$ cat config.mk
export PLATFORM = sky130hd
export DESIGN_NAME = word_serial_tx
export DESIGN_NICKNAME = d
export VERILOG_FILES = /design/src/rtl/word_serial_tx_pkg.sv /design/src/rtl/word_serial_tx_bit_timer.sv /design/src/rtl/word_serial_tx.sv
export SDC_FILE = /design/constraint.sdc
export NUM_CORES = 1
export LEC_CHECK = 0
export CORE_MARGIN = 8
export CORE_UTILIZATION = 55
export DETAILED_ROUTE_END_ITERATION = 10
export PLACE_DENSITY = 0.8
export SLEW_MARGIN = 20
export SYNTH_ARGS = -nofsm -noshare
export SYNTH_HDL_FRONTEND = slang
export SYNTH_SLANG_ARGS = --single-unit
$ cat constraint.sdc
create_clock -name clk -period 3 [get_ports clk]
set_clock_uncertainty 0.05 [all_clocks]
set_input_delay 0.6 -clock clk [delete_from_list [all_inputs] [get_ports clk]]
set_output_delay 0.6 -clock clk [all_outputs]
set_load 0.02 [all_outputs]
$ cat src/rtl/word_serial_tx_pkg.sv
// rtl/word_serial_tx_pkg.sv - shared state encoding and line constants for word_serial_tx
package word_serial_tx_pkg;

    localparam int WST_DATA_W = 18;
    localparam logic IDLE_LEVEL = 1'b1;

    typedef enum logic [2:0] {
        IDLE   = 3'd0,
        START  = 3'd1,
        DATA   = 3'd2,
        PARITY = 3'd3,
        STOP   = 3'd4
    } state_t;

endpackage

$ cat src/rtl/word_serial_tx_bit_timer.sv
// rtl/word_serial_tx_bit_timer.sv - per-bit cycle timer, ticks on the last cycle of each bit
module word_serial_tx_bit_timer #(
    parameter int CLKS_PER_BIT = 4
) (
    input  logic clk,
    input  logic rst,
    input  logic clear,
    output logic tick
);

    localparam int CNT_W = $clog2(CLKS_PER_BIT);
    localparam logic [CNT_W-1:0] LAST = CNT_W'(CLKS_PER_BIT - 1);

    logic [CNT_W-1:0] cnt;

    assign tick = (cnt == LAST);

    always_ff @(posedge clk) begin
        if (rst || clear || tick) begin
            cnt <= '0;
        end else begin
            cnt <= cnt + CNT_W'(1);
        end
    end

endmodule

$ cat src/rtl/word_serial_tx.sv
// rtl/word_serial_tx.sv - parallel-to-serial word transmitter with start, LSB-first data, even parity, stop
module word_serial_tx
    import word_serial_tx_pkg::*;
#(
    parameter int DATA_W       = WST_DATA_W,
    parameter int CLKS_PER_BIT = 4,
    parameter int PARITY_EN    = 1
) (
    input  logic              clk,
    input  logic              rst,
    input  logic              in_valid,
    input  logic [DATA_W-1:0] in_data,
    output logic              in_ready,
    output logic              tx,
    output logic              busy,
    output logic              done
);

    localparam int CNT_W = $clog2(DATA_W + 1);
    localparam logic [CNT_W-1:0] LAST_BIT = CNT_W'(DATA_W - 1);

    state_t            state;
    logic [DATA_W-1:0] shift;
    logic [CNT_W-1:0]  bit_cnt;
    logic              parity;
    logic              tick;

    // Holding the timer cleared in IDLE makes every frame start from count 0.
    word_serial_tx_bit_timer #(
        .CLKS_PER_BIT(CLKS_PER_BIT)
    ) u_bit_timer (
        .clk  (clk),
        .rst  (rst),
        .clear(state == IDLE),
        .tick (tick)
    );

    always_ff @(posedge clk) begin
        if (rst) begin
            state    <= IDLE;
            shift    <= '0;
            bit_cnt  <= '0;
            parity   <= 1'b0;
            tx       <= IDLE_LEVEL;
            in_ready <= 1'b1;
            busy     <= 1'b0;
            done     <= 1'b0;
        end else begin
            done <= 1'b0;
            case (state)
                IDLE: begin
                    if (in_valid && in_ready) begin
                        shift    <= in_data;
                        parity   <= ^in_data;
                        state    <= START;
                        tx       <= 1'b0;
                        in_ready <= 1'b0;
                        busy     <= 1'b1;
                    end
                end
                START: begin
                    if (tick) begin
                        state   <= DATA;
                        bit_cnt <= '0;
                        tx      <= shift[0];
                    end
                end
                DATA: begin
                    if (tick) begin
                        if (bit_cnt == LAST_BIT) begin
                            if (PARITY_EN != 0) begin
                                state <= PARITY;
                                tx    <= parity;
                            end else begin
                                state <= STOP;
                                tx    <= IDLE_LEVEL;
                            end
                        end else begin
                            // tx is registered, so it takes the bit that becomes shift[0].
                            shift   <= shift >> 1;
                            bit_cnt <= bit_cnt + CNT_W'(1);
                            tx      <= shift[1];
                        end
                    end
                end
                PARITY: begin
                    if (tick) begin
                        state <= STOP;
                        tx    <= IDLE_LEVEL;
                    end
                end
                STOP: begin
                    if (tick) begin
                        state    <= IDLE;
                        tx       <= IDLE_LEVEL;
                        in_ready <= 1'b1;
                        busy     <= 1'b0;
                        done     <= 1'b1;
                    end
                end
                default: begin
                    state    <= IDLE;
                    tx       <= IDLE_LEVEL;
                    in_ready <= 1'b1;
                    busy     <= 1'b0;
                end
            endcase
        end
    end

endmodule
After elaboration in Yosys (flattened, before gate mapping)
Index checks and enable logic that the tools add are counted.
{ "word_totals": {"ram_bits": 0, "wordCells": 69, "out_inout_bits": 4, "latch_bits": 0, "reg_bits": 33, "mem_count": 0, "romBits": 0} }
{ "classes": {"addsub": 2, "eq_ne": 14, "multipliers": 0, "shift": 0, "order_cmp": 0, "div_mod_pow": 0, "bitwise_logic": 2, "n_mux": 26, "n_reduce_logical": 16} }
{ "op_table": {"columns": ["operator", "count"], "rows": [
  ["$mux W18", 3],
  ["$pmux W18 S2", 1],
  ["$mux W3", 6],
  ["$reduce_xor A18 Y1", 1],
  ["$mux W5", 3],
  ["$pmux W3 S5", 1],
  ["$reduce_and A4 Y1", 3],
  ["$ne A2 B1 Y1 const B", 5],
  ["$pmux W5 S2", 1],
  ["$mux W1", 8],
  ["$eq A3 B2 Y1 const B", 2],
  ["$ne A2 B2 Y1 const B", 3],
  ["$pmux W1 S3", 2],
  ["$reduce_and A6 Y1", 1],
  ["$add A5 B1 Y5 const B", 1],
  ["$eq A5 B5 Y1 const B", 1],
  ["$pmux W1 S4", 1],
  ["$reduce_bool A2 Y1", 2],
  ["$reduce_or A2 Y1", 2],
  ["$eq A3 B1 Y1 const B", 1],
  ["$eq A3 B3 Y1 const B", 1],
  ["$logic_not A3 Y1", 1],
  ["$reduce_and A3 Y1", 1],
  ["$reduce_or A3 Y1", 1],
  ["6 further kinds", 8]
]} }

Logic depth before layout (Yosys ltp)
Gate-level depths: netlist of the first run.
{ "depth": {"ltp_word": 4, "depth_mapped": 10, "mapped_depth_nobuf": 7} }

Cells and area by module
Synthesis of the first run repeated with hierarchy kept, for this count alone.
{ "unflattened": {"hier_cells": 201, "area_unflattened_um2": 1800.5} }
{ "by_module_without_submodules": {"columns": ["module", "area_per_inst_um2", "cells_per_inst", "seq_area_each_um2", "n_inst"], "rows": [
  ["word_serial_tx", 1720.4, 196, 620.6, 1],
  ["word_serial_tx_bit_timer", 80.1, 5, 40.0, 1]
]} }

Worst setup path before layout of the first run
OpenSTA, ideal clock, no wires.
{ "synth_timing": {"path_kind": "register -> register", "from": "register bit_cnt[0]", "to": "register shift[0]", "t_arrival_ns": 1.581, "path_stages_with_launch": 10, "n_path_buf": 3, "required_time_ns": 2.811, "synth_period_minus_slack_ns": 1.770, "setup_slack_ns": 1.230, "path_cell_list": "dfxtp_1 > ha_1 > nand4bb_1 > a32o_1 > buf_4 > o21a_4 > buf_6 > buf_8 > nor2_2 > a211oi_2"} }
{ "synth_via": {"elab_chain_cells": 3} }
{ "synth_rtl": {"columns": ["item", "line_no", "source"], "rows": [
  ["start: declaration", "word_serial_tx.sv:24", "logic [CNT_W-1:0] bit_cnt;"],
  ["start signal: assignment", "word_serial_tx.sv:81", "bit_cnt <= bit_cnt + CNT_W'(1);"],
  ["$eq A5 B5 Y1", "word_serial_tx.sv:70", "if (bit_cnt == LAST_BIT) begin"],
  ["$ne A2 B2 Y1 (no source line)", null, null],
  ["$reduce_and A4 Y1 (no source line)", null, null],
  ["end signal: assignment", "word_serial_tx.sv:53", "shift <= in_data;"],
  ["end signal: assignment", "word_serial_tx.sv:80", "shift <= shift >> 1;"],
  ["end: declaration", "word_serial_tx.sv:23", "logic [DATA_W-1:0] shift;"]
]} }
Every way passes these cells.
A chain may end at the register's enable or synchronous reset.

Final worst setup path of the first run
{ "layout_timing": {"from": "register state[1]", "to": "register shift[15]"} }
{ "layout_via": {"elab_chain_cells": 3, "elab_cells_between_ends": 8, "cone_classes": "4 x eq/ne; 1 x mux; 3 x reduce/logical"} }
{ "layout_rtl": {"columns": ["item", "line_no", "source"], "rows": [
  ["start: declaration", "word_serial_tx.sv:22", "state_t state;"],
  ["start signal: assignment", "word_serial_tx.sv:40", "state <= IDLE;"],
  ["start signal: assignment", "word_serial_tx.sv:55", "state <= START;"],
  ["start signal: assignment", "word_serial_tx.sv:63", "state <= DATA;"],
  ["$eq A3 B2 Y1 / $logic_not A3 Y1 (equally long branches)", "word_serial_tx.sv:50", "case (state)"],
  ["$ne A2 B2 Y1 (no source line), or another cell as far along", null, null],
  ["$reduce_and A4 Y1 (no source line)", null, null]
]} }
Parallel ways exist; a longest one is shown, timed or not.

==> results of run 1 <==
-- cells in the final DEF, fill, tap and decap left out, types with 2 or more instances in the layout --
master | synthesis | routed
dfxtp_1 | 33 | 33
clkdlybuf4s50_1 | 0 | 24
o21ai_0 | 20 | 20
nor2_1 | 17 | 17
nand3b_1 | 17 | 17
xnor2_1 | 16 | 16
nor2_2 | 10 | 10
a211oi_2 | 10 | 10
a211oi_1 | 10 | 10
a21oi_1 | 7 | 7
nand2_1 | 6 | 6
nor2b_1 | 5 | 5
clkbuf_4 | 0 | 5
nor3_1 | 4 | 4
buf_4 | 1 | 4
nand2b_1 | 3 | 3
ha_1 | 3 | 3
nor4_1 | 2 | 2
o21bai_1 | 2 | 2
mux2i_1 | 2 | 2
xor2_1 | 2 | 2
or3_1 | 2 | 2
clkbuf_8 | 0 | 2
-- sequential cells by signal, indices dropped and copies added, names as in the netlist --
register         cells
busy                 1
parity               1
shift               18
bit_cnt              5
u_bit_timer.cnt      2
in_ready             1
done                 1
state                3
tx                   1
-- per-stage QoR --
stage / worst slack (ns) / power [W]
after floorplan: 1.23 / 0.000685
after global placement: 0.660 / 0.000737
after detailed placement: 0.576 / 0.000748
after CTS: 0.842 / 0.00104
after global routing: 0.661 / 0.00108
final: 0.850 / 0.00103
-- final timing paths --
check / endpoint / slack [ns] / depth (start not counted)
worst max-delay path: shift[15] / 0.85 / 6
worst max register to register: shift[15] / 0.85 / 6
worst min register to register: u_bit_timer.cnt[0] / 0.39 / 1
worst min-delay path: u_bit_timer.cnt[0] / 0.39 / 1
-- final cells by class --
| cell class | instances | area, um^2 |
|---|---|---|
| clock buffer | 7 | 65.1 |
| clock inverter | 1 | 5.00 |
| fill | 298 | 1110 |
| inverter | 1 | 3.75 |
| multi-input combinational | 152 | 1090 |
| sequential | 33 | 661 |
| tap | 46 | 57.6 |
| timing repair buffer | 28 | 270 |
-- cells by family after synthesis --
family / synth area share, %
simple gates: 23.9
fa+ha+maj: 2.05
xor+xnor: 9.82
buf+inv: 4.77
flops: 36.0
compound gates: 22.4
mux: 1.09
-- routing by layer --
layer	global-route usage, %	part of all wire (%)
met3	5.59	6.7
met2	27.0	49
met1	18.1	42
met4	7.54	2.5
met5	0	0
-- critical path: stages, from the launching register on --
cell	delay, ns
dfxtp_1	0.60
nor3b_4	0.25
buf_4	0.33
a32o_1	0.23
o21a_4	0.32
nor2_1	0.07
a211oi_1	0.21
-- report_power, final --
group	internal, W	switching, W	leakage [nW]
Combinational	0.000127	0.000109	0.396
Sequential	0.000474	0.0000273	0.271
Clock	0.000136	0.000158	0.0413
==> metrics.csv, run 1 <==
metric,value,unit
Tightest Pin Transition,0.717,ns
Post-synth EDFFs,0,
All-Layer GR Usage,16.3,%
ANT cells,0,
Final setup viols,0,
Synth-to-Final Area Change,17.1,%
R2R Path Start,state[1],
post-synthesis sequential area ratio,36.0,%
setup TNS after final layout,0,ns
num ports,25,
largest net degree at the start of global routing,36,
final instance area,2150,um^2
post-CTS sizing,0,
crit end category,flop,
top post-synthesis cells by area,"dfxtp_1 36%, xnor2_1 7.6%, nand3b_1 7.0%",
Die X,73.8,um
Placed Area,2080,um^2
Mapped Cells,202,
"Hold-fix buffers, CTS",0,
Final Hold Fails,0,
WL per Instance,15.3,um
clk slew on worst S/H paths,0.10,ns
most numerous cell in the Yosys netlist,dfxtp_1,
status,"complete, no violations",
global-route wire length before repair,6.87,mm
Slew HR,52.1,%
post-route minimum period,2.15,ns
initial core utilization,56.3,%
DP Wirelength,2.93,mm
die area,5440,um^2
placed instance count,260,
Max Slew Vio Count,0,
PortBufs,24,
total number of vias,1584,
worst vdd ir,0.000256,V
"Setup Fix Bufs, Post-CTS",0,
nets,245,
CTS sink count,33,
Ys Warns,0,
CTS tree,done,
maximum clock path buffer count,2,
Crit path arrival time,2.35,ns
Hold Slack,0.388,ns
vias in the first global route,1559,
GPL Wtd Cong,0.796,
share of cells above drive strength 1,15.3,%
Critical path origin,state[1],
Yosys cell types,40,
Startpoint Class,flop,
post-synth top area share,36.0,%
ys async rst share,0,%
post-synth top area cell,dfxtp_1,
Final Util,65.9,%
"Clk Latency, worst-skew pair",0.35,ns
H-tree Lvls,2,
vias per inst,5.91,
Site Rows,21,
hold path start,u_bit_timer.cnt[0],
Pre-antenna DRT Iters,5,
Synth Register Bits,33,
syn_area_per_cell,9.08,um^2
post-synthesis cell area,1830,um^2
final wirelength,4.10,mm
total of max-cap violations,0,
Core Box Area,3260,um^2
unrepaired setup endpoints after global routing,no,
TritonCTS Buffers,5,
syn nets,226,
Max Fclk,0.465,GHz
critical path class,reg -> reg,
Remaining DRCs,0,
Power per Cell Area,480,nW/um^2
initial antenna violation count,0,
CP Max Fanout,35,
dominant synthesized flop cell,dfxtp_1,
Initial DRC Count,162,
Synth top cells by count,"33 x dfxtp_1, 20 x o21ai_0, 17 x nand3b_1, 17 x nor2_1, 16 x xnor2_1",
height of the die,73.8,um
data required time of the worst path,3.20,ns
"Cell Count, Final, Fillers Out",268,
cell leakage power,0.708,nW
Antenna Nets Post-Route,0,
total congestion overflow,0,
Tcrit/Tclk final,71.7,%
Tightest Hold Check Type,reg -> reg,
clk root buf,clkbuf_4,
Power figures use the tool's default switching activity.
==> inputs of run 2 (changes only) <==
CORE_UTILIZATION = 54   (was 55)
PLACE_DENSITY = 0.79   (was 0.8)
clock period = 2.15 ns   (was 3 ns; I/O delays follow)
==> metrics.csv, run 2 (same netlist as run 1, synthesis figures left out) <==
metric,value,unit,change
R2R setup slack,0.34,ns,was 0.85 ns
Final Util,64.4,%,was 65.9%
Tightest Pin Transition,0.509,ns,was 0.717 ns
vias in the first global route,1564,,was 1559
Startpoint Class,primary input,,was flop
WL per Instance,15.0,um,was 15.3 um
dpl ws,-0.0973,ns,was 0.576 ns
total number of vias,1507,,was 1584
height of the die,74.3,um,was 73.8 um
maximum clock path buffer count,2,,unchanged
R2R Path Start,state[1],,unchanged
CP Max Fanout,2,,was 35
data required time of the worst path,2.36,ns,was 3.20 ns
Tcrit/Tclk final,88.0,%,
Die X,74.3,um,was 73.8 um
Worst path max stage delay,0.50,ns,was 0.60 ns
clk slew on worst S/H paths,0.10,ns,about the same
Tightest Hold Check Type,reg -> reg,,unchanged
final wirelength,3.99,mm,was 4.10 mm
DP Wirelength,2.80,mm,was 2.93 mm
crit-path cells,clkdlybuf4s50_1 -> xor2_1 -> xnor2_1 -> xnor3_1 -> xnor2_1 -> a211oi_1,,was nor3b_4 -> buf_4 -> a32o_1 -> o21a_4 -> nor2_1 -> a211oi_1
CP top delay family,XOR/XNOR gates,,was compound AO/OA/AOI/OAI gates
Site Rows,21,,unchanged
ANT cells,0,,unchanged
Worst Slack Setup Final,0.259,ns,was 0.850 ns
"Hold-fix buffers, CTS",0,,unchanged
clk root buf,clkbuf_4,,unchanged
CTS tree,done,,unchanged
TritonCTS Buffers,5,,unchanged
Hold Slack,0.387,ns,was 0.388 ns
"most used cell, CP",xnor2_1,,
post-route minimum period,1.89,ns,
GPL Wtd Cong,0.768,,was 0.796
Reg2Reg Capture Point,shift[9],,was shift[15]
Power Total,0.00138,W,was 0.00103 W
unrepaired setup endpoints after global routing,no,,unchanged
post-CTS sizing,0,,unchanged
slowest CP cell,clkdlybuf4s50_1,,was dfxtp_1
total congestion overflow,0,,unchanged
status,"complete, no violations",,unchanged
CTS sink count,33,,unchanged
Regs by FF count,"shift (18), bit_cnt (5), state (3)",,unchanged
Final Hold Fails,0,,unchanged
largest net degree at the start of global routing,35,,was 36
hold path cells,1,,unchanged
All-Layer GR Usage,15.6,%,was 16.3%
Crit path arrival time,2.10,ns,was 2.35 ns
Remaining DRCs,0,,unchanged
num ports,25,,unchanged
Antenna Nets Post-Route,0,,unchanged
Max Fclk,0.529,GHz,
setup TNS after final layout,0,ns,unchanged
Core Box Area,3310,um^2,was 3260 um^2
"Setup Fix Bufs, Post-CTS",0,,unchanged
initial antenna violation count,0,,unchanged
most frequent cells in the layout,"33 x dfxtp_1, 24 x clkdlybuf4s50_1, 20 x o21ai_0",,unchanged
die area,5520,um^2,was 5440 um^2
worst vdd ir,0.000469,V,was 0.000256 V
critical path class,in -> reg,,was reg -> reg
Synth-to-Final Area Change,16.3,%,was 17.1%
share of cells above drive strength 1,14.5,%,was 15.3%
Initial DRC Count,115,,was 162
Power per Cell Area,646,nW/um^2,was 480 nW/um^2
hold endpoint,u_bit_timer.cnt[0],,unchanged
Final setup viols,0,,unchanged
initial core utilization,55.4,%,was 56.3%
crit end category,flop,,unchanged
cell leakage power,0.699,nW,was 0.708 nW
Slew HR,66.0,%,was 52.1%
max FFs per register,18,,unchanged
vias per inst,5.64,,was 5.91
nets,245,,unchanged
R2R depth,5,,was 6
total of max-cap violations,0,,unchanged
global-route wire length before repair,6.79,mm,was 6.87 mm
"Clk Latency, worst-skew pair",0.33,ns,was 0.35 ns
CP Buf/Inv Count,1,,unchanged
Top reg by flops,shift,,unchanged
"most common cell after layout, fill and taps aside",dfxtp_1,,unchanged
Pre-antenna DRT Iters,4,,was 5
Max Slew Vio Count,0,,unchanged
hold path start,u_bit_timer.cnt[0],,unchanged
H-tree Lvls,2,,unchanged
PortBufs,24,,unchanged
## run 2: changes by cell type in the layout (fill, tap and decap cells not counted)
cell / previous run / this run
clkbuf_1: 0 / 1
clkbuf_8: 2 / 1
clkinv_2: 1 / 0
## run 2: where the power goes
part           leakage, nW  internal [W]  switching (W)
combinational        0.396      0.000178       0.000154
sequential           0.271      0.000661      0.0000363
clock               0.0314      0.000154       0.000194
total                0.699      0.000993       0.000384
## run 2: metal layers
layer / vias to the layer above / routed length (um) / GRT usage [%]
met1: 724 / 1770 / 17.8
met2: 23 / 2040 / 26.7
met3: 4 / 143 / 3.77
met4: 0 / 42 / 6.96
li1: 756 / - / -
met5: - / 0 / 0
## run 2: worst max path at each step
| stage | slack (ns) | depth (start not counted) | from | end |
|---|---|---|---|---|
| 3_3_place_gp | -0.02 | 6 | in_data[8] | parity |
| 6_report | 0.26 | 6 | in_data[8] | parity |
| 5_1_grt | 0.19 | 6 | in_data[8] | parity |
| 4_1_cts | 0.26 | 6 | in_data[8] | parity |
| 3_5_place_dp | -0.1 | 6 | in_data[8] | parity |
| 2_1_floorplan | 0.38 | 9 | bit_cnt[0] | shift[0] |
## run 2: area by class of cell
type / instances / area [um^2]
repair buffers: 28 / 270
inverters: 1 / 3.75
flip-flops and latches: 33 / 661
fillers: 295 / 1180
multi-input cells: 152 / 1090
clock buffers: 7 / 55.1
well taps: 46 / 57.6
## run 2: stage by stage
stage / instances / cell area [um^2]
floorplan: 202 / 1830
global placement: 260 / 2080
detailed placement: 260 / 2080
CTS: 267 / 2130
global route: 267 / 2130
finish: 267 / 2130
## run 2: worst reg2reg max path: stages, from the launching register on
cell and delay [ns]:
dfxtp_1 0.59, nor3b_4 0.28, a32o_1 0.21, o21a_4 0.32, nor2_1 0.07, a211oi_1 0.22
==> inputs of run 3 (changes only) <==
CORE_UTILIZATION = 30   (was 54)
PLACE_DENSITY = unset   (was 0.79)
SLEW_MARGIN = unset   (was 20)
==> metrics.csv, run 3 (same netlist as run 1, synthesis figures left out) <==
metric,value,unit,change
met2 WL post-DR,1.74,mm,was 2.04 mm
most frequent cells in the layout,"33 x dfxtp_1, 24 x clkdlybuf4s50_1, 20 x o21ai_0",,unchanged
Reg2Reg Capture Point,shift[15],,was shift[9]
R2R setup slack,0.37,ns,was 0.34 ns
Worst path max stage delay,0.49,ns,was 0.50 ns
Die X,94.2,um,was 74.3 um
hold path cells,1,,unchanged
maximum clock path buffer count,2,,unchanged
largest net degree at the start of global routing,35,,unchanged
Pre-antenna DRT Iters,4,,unchanged
"most common cell after layout, fill and taps aside",dfxtp_1,,unchanged
Clk pwr share,33.0,%,was 25.3%
"most used cell, CP",xnor2_1,,unchanged
GPL Wtd Cong,0.749,,was 0.768
CP Max Fanout,2,,unchanged
critical path class,in -> reg,,unchanged
total congestion overflow,0,,unchanged
"Setup Fix Bufs, Post-CTS",0,,unchanged
nets,246,,was 245
R2R depth,5,,unchanged
worst vdd ir,0.000327,V,was 0.000469 V
data required time of the worst path,2.30,ns,was 2.36 ns
Remaining DRCs,0,,unchanged
Tcrit/Tclk final,88.6,%,was 88.0%
slowest CP cell,clkdlybuf4s50_1,,unchanged
Initial DRC Count,54,,was 115
post-CTS sizing,0,,unchanged
Top Layer Used,met4,,unchanged
Sw Share,26.7,%,was 27.9%
max FFs per register,18,,unchanged
Regs by FF count,"shift (18), bit_cnt (5), state (3)",,unchanged
Cell Int Power,0.00113,W,was 0.000993 W
"Hold-fix buffers, CTS",0,,unchanged
sequential share of power,45.3,%,was 50.6%
Comb power frac,21.7,%,was 24.1%
initial core utilization,31.0,%,was 55.4%
PortBufs,24,,unchanged
total number of vias,1465,,was 1507
DP Wirelength,2.80,mm,about the same
CTS sink count,33,,unchanged
Top reg by flops,shift,,unchanged
hold path start,u_bit_timer.cnt[0],,unchanged
met3 wire len,151,um,was 143 um
final wirelength,4.06,mm,was 3.99 mm
Tightest Pin Transition,0.496,ns,was 0.509 ns
final instance area,2220,um^2,was 2130 um^2
reported net switching power,0.000411,W,was 0.000384 W
Tightest Hold Check Type,reg -> reg,,unchanged
status,"complete, no violations",,unchanged
share of cells above drive strength 1,15.7,%,was 14.5%
Site Rows,28,,was 21
Max Fclk,0.525,GHz,was 0.529 GHz
Slew HR,66.9,%,was 66.0%
hold endpoint,u_bit_timer.cnt[0],,unchanged
unrepaired setup endpoints after global routing,no,,unchanged
vias in the first global route,1507,,was 1564
Startpoint Class,primary input,,unchanged
post-route minimum period,1.91,ns,was 1.89 ns
dpl ws,-0.0753,ns,was -0.0973 ns
clk root buf,clkbuf_8,,was clkbuf_4
Crit path arrival time,2.05,ns,was 2.10 ns
TritonCTS Buffers,5,,unchanged
R2R Path Start,state[1],,unchanged
ANT cells,0,,unchanged
global-route wire length before repair,7.09,mm,was 6.79 mm
Power per Cell Area,693,nW/um^2,was 646 nW/um^2
Placed Area,2120,um^2,was 2080 um^2
vias per inst,4.92,,was 5.64
initial antenna violation count,0,,unchanged
H-tree Lvls,2,,unchanged
num ports,25,,unchanged
routed metal-1 wire length,2.12,mm,was 1.77 mm
Antenna Nets Post-Route,0,,unchanged
CTS tree,done,,unchanged
die area,8870,um^2,was 5520 um^2
"Clk Latency, worst-skew pair",0.28,ns,was 0.33 ns
Core Box Area,5920,um^2,was 3310 um^2
total of max-cap violations,0,,unchanged
Synth-to-Final Area Change,21.2,%,was 16.3%
Worst Slack Setup Final,0.244,ns,was 0.259 ns
Max Slew Vio Count,0,,unchanged
WL per Instance,13.6,um,was 15.0 um
Final Hold Fails,0,,unchanged
All-Layer GR Usage,9.83,%,was 15.6%
crit end category,flop,,unchanged
height of the die,94.2,um,was 74.3 um
clk slew on worst S/H paths,0.07,ns,was 0.10 ns
cell leakage power,0.726,nW,was 0.699 nW
crit-path cells,clkdlybuf4s50_1 -> xor2_1 -> xnor2_1 -> xnor3_1 -> xnor2_1 -> a211oi_1,,unchanged
Final setup viols,0,,unchanged
## run 3: worst max-delay path by stage
| stage | startpoint | to | slack [ns] | depth (start not counted) |
|---|---|---|---|---|
| after floorplan | bit_cnt[0] | shift[0] | 0.38 | 9 |
| after detailed placement | in_data[7] | parity | -0.08 | 6 |
| final | in_data[7] | parity | 0.24 | 6 |
| after CTS | in_data[7] | parity | 0.21 | 6 |
| after global routing | in_data[10] | parity | 0.09 | 6 |
| after global placement | in_data[8] | parity | -0.05 | 6 |
## run 3: power groups by stage
stage / registers [W] / logic [W] / clock network, W
after global routing: 0.000704 / 0.000367 / 0.000554
after floorplan: 0.000707 / 0.000249 / 0
after CTS: 0.000697 / 0.000336 / 0.000522
final: 0.000698 / 0.000334 / 0.000509
after global placement: 0.000710 / 0.000332 / 0
after detailed placement: 0.000710 / 0.000334 / 0
## run 3: layout make-up
type	instances	area, um^2
fillers	598	3700
multi-input cells	152	1090
flip-flops and latches	33	661
repair buffers	29	278
clock buffers	7	96.3
well taps	75	93.8
clock inverters	1	5.00
inverters	1	3.75
## run 3: layer usage
layer	vias up	track usage, %
met1	675	13.6
li1	757	-
met4	0	3.30
met3	6	2.72
met2	27	14.1
met5	-	0
## run 3: worst max-delay path: cells and delay by family
kind                      cells  cell delay (ns)
AOI/OAI and AO/OA             1             0.22
xor gates and xnor gates      4             0.91
buffers and inverters         1             0.49
## run 3: per-stage QoR
step	total power, W	util (%)	hold WS [ns]	setup TNS, ns	cells
floorplan	0.000956	-	0.358	0	202
global placement	0.00104	35.8	0.371	-0.0540	290
detailed placement	0.00104	35.8	0.378	-0.0753	290
CTS	0.00156	37.6	0.391	0	298
global route	0.00163	37.6	0.420	0	298
finish	0.00154	37.6	0.383	0	298
